<file path="src/rtl/trap_controller.sv">
// -----------------------------------------------------------------------------
// trap_controller
//
// Sequences the implicit CSR traffic for trap entry and mret, then issues a
// one-cycle PC redirect. It owns the current privilege mode.
//
// Trap:  IDLE -> W_EPC -> W_CAUSE -> W_TVAL -> W_STATUS -> REDIRECT -> IDLE
// mret:  IDLE -> W_STATUS -> REDIRECT -> IDLE
//
// Build option:
//   TRAP_VECTORED_EN  when defined, interrupts (cause[31] = 1) taken with
//                     mtvec[1:0] = 01 jump to base + 4*cause[30:0]. When
//                     undefined, every trap goes to the mtvec base.
//
// Ports:
//   clk, reset          clock, synchronous active-high reset
//   trap_req            trap request, held until trap_ack
//   trap_cause/epc/tval mcause, faulting PC and mtval for the trap
//   mret_req            mret request, held until mret_ack
//   trap_ack, mret_ack  one-cycle acceptance pulses (combinational in IDLE)
//   busy                high while a sequence is in progress
//   csr_raddrs          implicit read addresses {slot3, slot2, slot1, slot0}
//   csr_re              implicit read enables, 4'b0111 in IDLE
//   csr_rdata           implicit read data, slot i at [32*i +: 32]
//   csr_waddr/wdata/we  single implicit write port
//   redirect_valid/pc   one-cycle redirect to the handler / mret target
//   mode                current privilege (11 M, 01 S, 00 U)
// -----------------------------------------------------------------------------
module trap_controller #(
    parameter logic [1:0] RESET_MODE = 2'b11
) (
    input  logic         clk,
    input  logic         reset,
    input  logic         trap_req,
    input  logic [31:0]  trap_cause,
    input  logic [31:0]  trap_epc,
    input  logic [31:0]  trap_tval,
    input  logic         mret_req,
    output logic         trap_ack,
    output logic         mret_ack,
    output logic         busy,
    output logic [47:0]  csr_raddrs,
    output logic [3:0]   csr_re,
    input  logic [127:0] csr_rdata,
    output logic [11:0]  csr_waddr,
    output logic [31:0]  csr_wdata,
    output logic         csr_we,
    output logic         redirect_valid,
    output logic [31:0]  redirect_pc,
    output logic [1:0]   mode
);

    localparam logic [11:0] ADDR_MSTATUS = 12'h300;
    localparam logic [11:0] ADDR_MTVEC   = 12'h305;
    localparam logic [11:0] ADDR_MEPC    = 12'h341;
    localparam logic [11:0] ADDR_MCAUSE  = 12'h342;
    localparam logic [11:0] ADDR_MTVAL   = 12'h343;

    localparam logic [1:0] MODE_MACHINE = 2'b11;
    localparam logic [1:0] MODE_USER    = 2'b00;

    typedef enum logic [2:0] {
        S_IDLE,
        S_W_EPC,
        S_W_CAUSE,
        S_W_TVAL,
        S_W_STATUS,
        S_REDIRECT
    } state_t;

    // Split the packed read-data bus into its four 32-bit slots.
    logic [31:0] rdata_slot [4];

    genvar gi;
    generate
        for (gi = 0; gi < 4; gi++) begin : g_slot
            assign rdata_slot[gi] = csr_rdata[32*gi +: 32];
        end
    endgenerate

    // Slot 3 is not read, and the low two bits of PCs / mtvec are always
    // cleared before use.
    logic unused_bits;
    assign unused_bits = ^{csr_rdata[127:96], csr_rdata[65:64],
                           csr_rdata[1:0], trap_epc[1:0]};

    state_t      state_q,        state_d;
    logic [1:0]  mode_q,         mode_d;
    logic        is_mret_q,      is_mret_d;
    logic [31:0] cause_q,        cause_d;
    logic [31:2] epc_q,          epc_d;      // trap epc or mret mepc
    logic [31:0] tval_q,         tval_d;
    logic [31:2] mtvec_base_q,   mtvec_base_d;
    logic [31:0] mstatus_q,      mstatus_d;
`ifdef TRAP_VECTORED_EN
    logic        vectored_q,     vectored_d;
`endif

    logic [31:0] status_new;
    logic [31:0] trap_target;
    logic [1:0]  mret_mode;

    always_ff @(posedge clk) begin
        if (reset) begin
            state_q      <= S_IDLE;
            mode_q       <= RESET_MODE;
            is_mret_q    <= 1'b0;
            cause_q      <= '0;
            epc_q        <= '0;
            tval_q       <= '0;
            mtvec_base_q <= '0;
            mstatus_q    <= '0;
`ifdef TRAP_VECTORED_EN
            vectored_q   <= 1'b0;
`endif
        end else begin
            state_q      <= state_d;
            mode_q       <= mode_d;
            is_mret_q    <= is_mret_d;
            cause_q      <= cause_d;
            epc_q        <= epc_d;
            tval_q       <= tval_d;
            mtvec_base_q <= mtvec_base_d;
            mstatus_q    <= mstatus_d;
`ifdef TRAP_VECTORED_EN
            vectored_q   <= vectored_d;
`endif
        end
    end

    // mstatus rewrite: trap stacks MIE into MPIE and records the old mode in
    // MPP; mret restores MIE from MPIE and drops MPP to USER.
    always_comb begin
        status_new = mstatus_q;
        if (is_mret_q) begin
            status_new[3]     = mstatus_q[7];
            status_new[7]     = 1'b1;
            status_new[12:11] = MODE_USER;
        end else begin
            status_new[7]     = mstatus_q[3];
            status_new[3]     = 1'b0;
            status_new[12:11] = mode_q;
        end
    end

    // Reserved MPP encoding 2'b10 returns to USER.
    assign mret_mode = (mstatus_q[12:11] == 2'b10) ? MODE_USER : mstatus_q[12:11];

    always_comb begin
        trap_target = {mtvec_base_q, 2'b00};
`ifdef TRAP_VECTORED_EN
        // 4*cause[30:0] modulo 2^32 only keeps cause[29:0].
        if (vectored_q) begin
            trap_target = {mtvec_base_q, 2'b00} + {cause_q[29:0], 2'b00};
        end
`endif
    end

    always_comb begin
        state_d        = state_q;
        mode_d         = mode_q;
        is_mret_d      = is_mret_q;
        cause_d        = cause_q;
        epc_d          = epc_q;
        tval_d         = tval_q;
        mtvec_base_d   = mtvec_base_q;
        mstatus_d      = mstatus_q;
`ifdef TRAP_VECTORED_EN
        vectored_d     = vectored_q;
`endif
        trap_ack       = 1'b0;
        mret_ack       = 1'b0;
        busy           = 1'b1;
        csr_re         = 4'b0000;
        csr_waddr      = 12'h000;
        csr_wdata      = 32'h0000_0000;
        csr_we         = 1'b0;
        redirect_valid = 1'b0;
        redirect_pc    = 32'h0000_0000;

        case (state_q)
            S_IDLE: begin
                busy   = 1'b0;
                csr_re = 4'b0111;
                // Acks are suppressed while reset is asserted so no request
                // is acknowledged that the reset would then discard.
                if (trap_req && !reset) begin
                    trap_ack     = 1'b1;
                    is_mret_d    = 1'b0;
                    cause_d      = trap_cause;
                    epc_d        = trap_epc[31:2];
                    tval_d       = trap_tval;
                    mtvec_base_d = rdata_slot[0][31:2];
                    mstatus_d    = rdata_slot[1];
`ifdef TRAP_VECTORED_EN
                    vectored_d   = (rdata_slot[0][1:0] == 2'b01) && trap_cause[31];
`endif
                    state_d      = S_W_EPC;
                end else if (mret_req && !reset) begin
                    mret_ack     = 1'b1;
                    is_mret_d    = 1'b1;
                    mstatus_d    = rdata_slot[1];
                    epc_d        = rdata_slot[2][31:2];
                    state_d      = S_W_STATUS;
                end
            end
            S_W_EPC: begin
                csr_we    = 1'b1;
                csr_waddr = ADDR_MEPC;
                csr_wdata = {epc_q, 2'b00};
                state_d   = S_W_CAUSE;
            end
            S_W_CAUSE: begin
                csr_we    = 1'b1;
                csr_waddr = ADDR_MCAUSE;
                csr_wdata = cause_q;
                state_d   = S_W_TVAL;
            end
            S_W_TVAL: begin
                csr_we    = 1'b1;
                csr_waddr = ADDR_MTVAL;
                csr_wdata = tval_q;
                state_d   = S_W_STATUS;
            end
            S_W_STATUS: begin
                csr_we    = 1'b1;
                csr_waddr = ADDR_MSTATUS;
                csr_wdata = status_new;
                state_d   = S_REDIRECT;
            end
            S_REDIRECT: begin
                redirect_valid = 1'b1;
                redirect_pc    = is_mret_q ? {epc_q, 2'b00} : trap_target;
                mode_d         = is_mret_q ? mret_mode : MODE_MACHINE;
                state_d        = S_IDLE;
            end
            default: begin
                state_d = S_IDLE;
            end
        endcase
    end

    assign csr_raddrs = {12'h000, ADDR_MEPC, ADDR_MSTATUS, ADDR_MTVEC};
    assign mode       = mode_q;

endmodule

</file>
<file path="config.mk">
export PLATFORM = sky130hd
export DESIGN_NAME = trap_controller
export DESIGN_NICKNAME = d
export VERILOG_FILES = /design/src/rtl/trap_controller.sv
export SDC_FILE = /design/constraint.sdc
export NUM_CORES = 1
export LEC_CHECK = 0
export ABC_AREA = 1
export BUFFER_PORTS_ARGS = -buffer_cell sky130_fd_sc_hd__buf_2
export CAP_MARGIN = 5
export CORE_ASPECT_RATIO = 0.9
export CORE_MARGIN = 4
export CORE_UTILIZATION = 48
export CTS_CLUSTER_DIAMETER = 120
export DETAILED_ROUTE_END_ITERATION = 6
export GPL_ROUTABILITY_DRIVEN = 1
export GPL_TIMING_DRIVEN = 0
export PLACE_DENSITY = 0.82
export SYNTH_ARGS = -nofsm -noshare
export SYNTH_HDL_FRONTEND = slang
export SYNTH_SLANG_ARGS = --single-unit
</file>
<file path="constraint.sdc">
create_clock -name clk -period 1.4 [get_ports clk]
set_input_delay 0.14 -clock clk [delete_from_list [all_inputs] [get_ports clk]]
set_output_delay 0.14 -clock clk [all_outputs]
set_load 0.005 [all_outputs]
</file>
==> key figures <==
Run status
  – Status: finished with violations
  – Failing checks: hold timing, setup timing

Yosys
  – Area leader, netlist: dfxtp_1
  – Commonest cells in the synthesized netlist: nand2_1, dfxtp_1, nor2_1
  – Library cells used by synthesis: 21
  – Synth Register Bits: 162
  – Synth Flop Type: dfxtp_1
  – Post-synth EDFFs: 0
  – Main area contributors after synthesis: dfxtp_1, nand2_1, buf_4, nand3_1, nor2_1
  – Synth warn: 0
  – Seq/Total Area, Yosys: 39.51%
  – Asr flop ratio synth: 0%
  – Syn Std Cell Area: 8208 sq um
  – Syn_area_per_cell: 6.261 sq um
  – Cell count after synthesis: 1311
  – Share of the synthesized area in the top cell type: 39.51%
  – Count leader, synth: nand2_1

Cells and area
  – Filler instances: 950
  – Finished Layout Cells: 2047
  – Nets: 2052
  – Area added between synthesis and finish: 72.15%
  – N_diodes: 0
  – Final instance area: 14130 sq um
  – Layout cell share with drive strength beyond 1: 38.67%

Timing
  – Final min period: 1.888 ns
  – Unrepaired setup endpoints after global routing: true
  – Count of pins over their slew limit: 0
  – Final setup fails: 229
  – Slew @ Worst Pin: 0.8604 ns
  – Final Hold Vio Count: 2
  – Setup Skew: 0.009761 ns
  – Slew margin rel.: 42.64%
  – Final worst setup slack: -0.4882 ns
  – Hold Slack: -0.003743 ns
  – Fmax: 529.6 MHz
  – Crit share post-route: 134.9%

Setup path
  – Crit end category: primary output
  – Worst setup SP type: register
  – Worst path slowest cell: dfxtp_4
  – CP Data Arrival Time: 1.75 ns
  – Req. time, crit path: 1.26 ns
  – Worst Path Buf+Inv: 4
  – Crit-path max cell delay: 0.43 ns
  – WS Path Type: register to primary output
  – Critical path peak fanout: 10
  – Top Family by Delay on Critical Path: buffers and inverters
  – Cells along the critical path: inv_6 > nand3_2 > clkinv_4 > buf_8 > nand2_1 > nand4_1 > buf_2

Min path
  – HP Class: primary input to register

Die
  – I/O pin cnt: 363
  – Chip Height: 132.1 microns
  – Die area: 19260 sq um
  – Die width: 145.8 microns
  – Starting Density: 48.76%
  – Row cnt: 45
  – Core Box Area: 16830 sq um

Global routing
  – GRT overflow: 0
  – First-pass GRT wire length: 52.02 mm
  – Largest net degree at the start of global routing: 17
  – Vias in the first global route: 9836
  – Aggregate global-route resource usage: 34.20%
  – Initial antenna violation count: 1

CTS
  – Clock Path Buffers: 2
  – H-Tree Depth: 4
  – Clock root buffer: clkbuf_16
  – Clk_lat worst skew: 0.44 ns
  – Clk slew on worst S/H paths: 0.07 ns
  – Number of buffers created by CTS: 17
  – Total clock sinks: 162
  – CTS tree: built

Placed design
  – IO Port Bufs: 266
  – Routability congestion estimate: 0.9085
  – Post-Place Cells: 1844
  – DP Wirelength: 22.66 mm
  – Post-Place Cell Area: 10010 sq um

Job
  – MaxCap Viol Count: 0

Route
  – DR pass1 iterations: 6
  – # DRC: 0
  – Vias/cell: 5.352
  – Antenna viol nets, final: 0
  – Routed WL: 38.72 mm
  – First DRT Iteration DRCs: 1318
  – DR WL/cell: 18.92 microns
  – Via count: 10960

Pwr
  – Leak: 0.007782 uW
  – Pwr/cell area: 1769 nW/um^2
  – Worst vdd ir: 1.153 mV
==> repair_timing <==
action                                  in CTS  in global routing
hold buffers                                96                  0
endpoints found under the hold margin       96                  0
endpoints found under the setup margin     233                234
resized for setup                          220                280
pin swaps                                   30                 79
buffers inserted                            32                 24
gates cloned                                22                  8
==> per-stage QoR <==
stage	worst slack (ns)	power (uW)	utilization [%]	TNS, ns
after detailed placement	-0.5635	13980	59.48	-57.99
after global placement	-0.5384	13780	59.48	-55.50
after global routing	-0.4990	25950	83.93	-63.39
after floorplan	0.07731	11330	-	0
after CTS	-0.4541	21830	76.89	-50.28
final	-0.4882	25000	83.93	-56.40
==> report_power, final <==
part	internal, uW	total [uW]	switching (uW)
logic	6230	12900	6630
clock network	2670	4710	2050
registers	6060	7420	1370
==> registers in the layout (all words and copies together) (netlist names) <==
| register | cells |
|---|---|
| is_mret_q | 1 |
| state_q | 3 |
| mstatus_q | 32 |
| cause_q | 32 |
| mode | 2 |
| epc_q | 30 |
| mtvec_base_q | 30 |
| tval_q | 32 |
==> worst register-to-register path, delay by kind of cell (launching register included) <==
family / cells / cell delay (ns)
flops: 1 / 0.38
buf+inv: 6 / 0.83
simple gates: 5 / 0.49
==> kinds of logic after synthesis <==
group | Yosys count | share of synthesized area [%]
flops | 162 | 39.51
compound gates | 41 | 2.530
buf+inv | 242 | 15.29
simple gates | 864 | 42.58
other cells | 2 | 0.09150
==> cell usage in the layout (no fill, tap or decap), types with 4 or more instances in the layout <==
master	n
nand2_1	486
buf_2	264
dfxtp_1	158
nor2_1	117
dlygate4sd3_1	96
inv_1	92
buf_4	85
nand2_2	74
nand3_2	67
conb_1	58
buf_6	44
nand2_4	35
buf_8	35
nand3_1	35
nand4_1	31
clkbuf_16	25
o21ai_1	23
buf_12	16
clkbuf_1	12
o21ai_0	11
nor2_2	10
buf_16	9
nor2_4	6
clkinv_4	4
inv_6	4
clkinvlp_4	4
dfxtp_4	4
==> metal layers <==
layer  routed length, microns  global-route usage [%]
met5                       13                       0
met3                     4603                   8.388
met1                    13820                   42.55
met4                     2170                   12.13
met2                    18110                   57.89
==> final timing paths <==
| check | from | endpoint | slack, ns | depth (start not counted) |
|---|---|---|---|---|
| setup reg to reg | state_q[1] | tval_q[16] | -0.42 | 11 |
| hold / removal | csr_rdata[40] | mstatus_q[8] | -0.004 | 5 |
| setup / recovery | state_q[2] | csr_wdata[19] | -0.49 | 7 |
| hold reg to reg | mtvec_base_q[7] | mtvec_base_q[7] | 0.46 | 2 |
==> area by class of cell <==
cell class / instances / area, sq um / area share (%)
plain buffers: 134 / 1230 / 8.705
clock buffers: 19 / 442.9 / 3.135
clock inverters: 12 / 131.4 / 0.9298
inverters: 103 / 424.2 / 3.002
multi-input cells: 963 / 4772 / 33.77
flip-flops and latches: 162 / 3258 / 23.06
well taps: 211 / 264.0 / 1.868
repair buffers: 443 / 3607 / 25.53
Note: power is estimated with default switching activity, not from simulation.
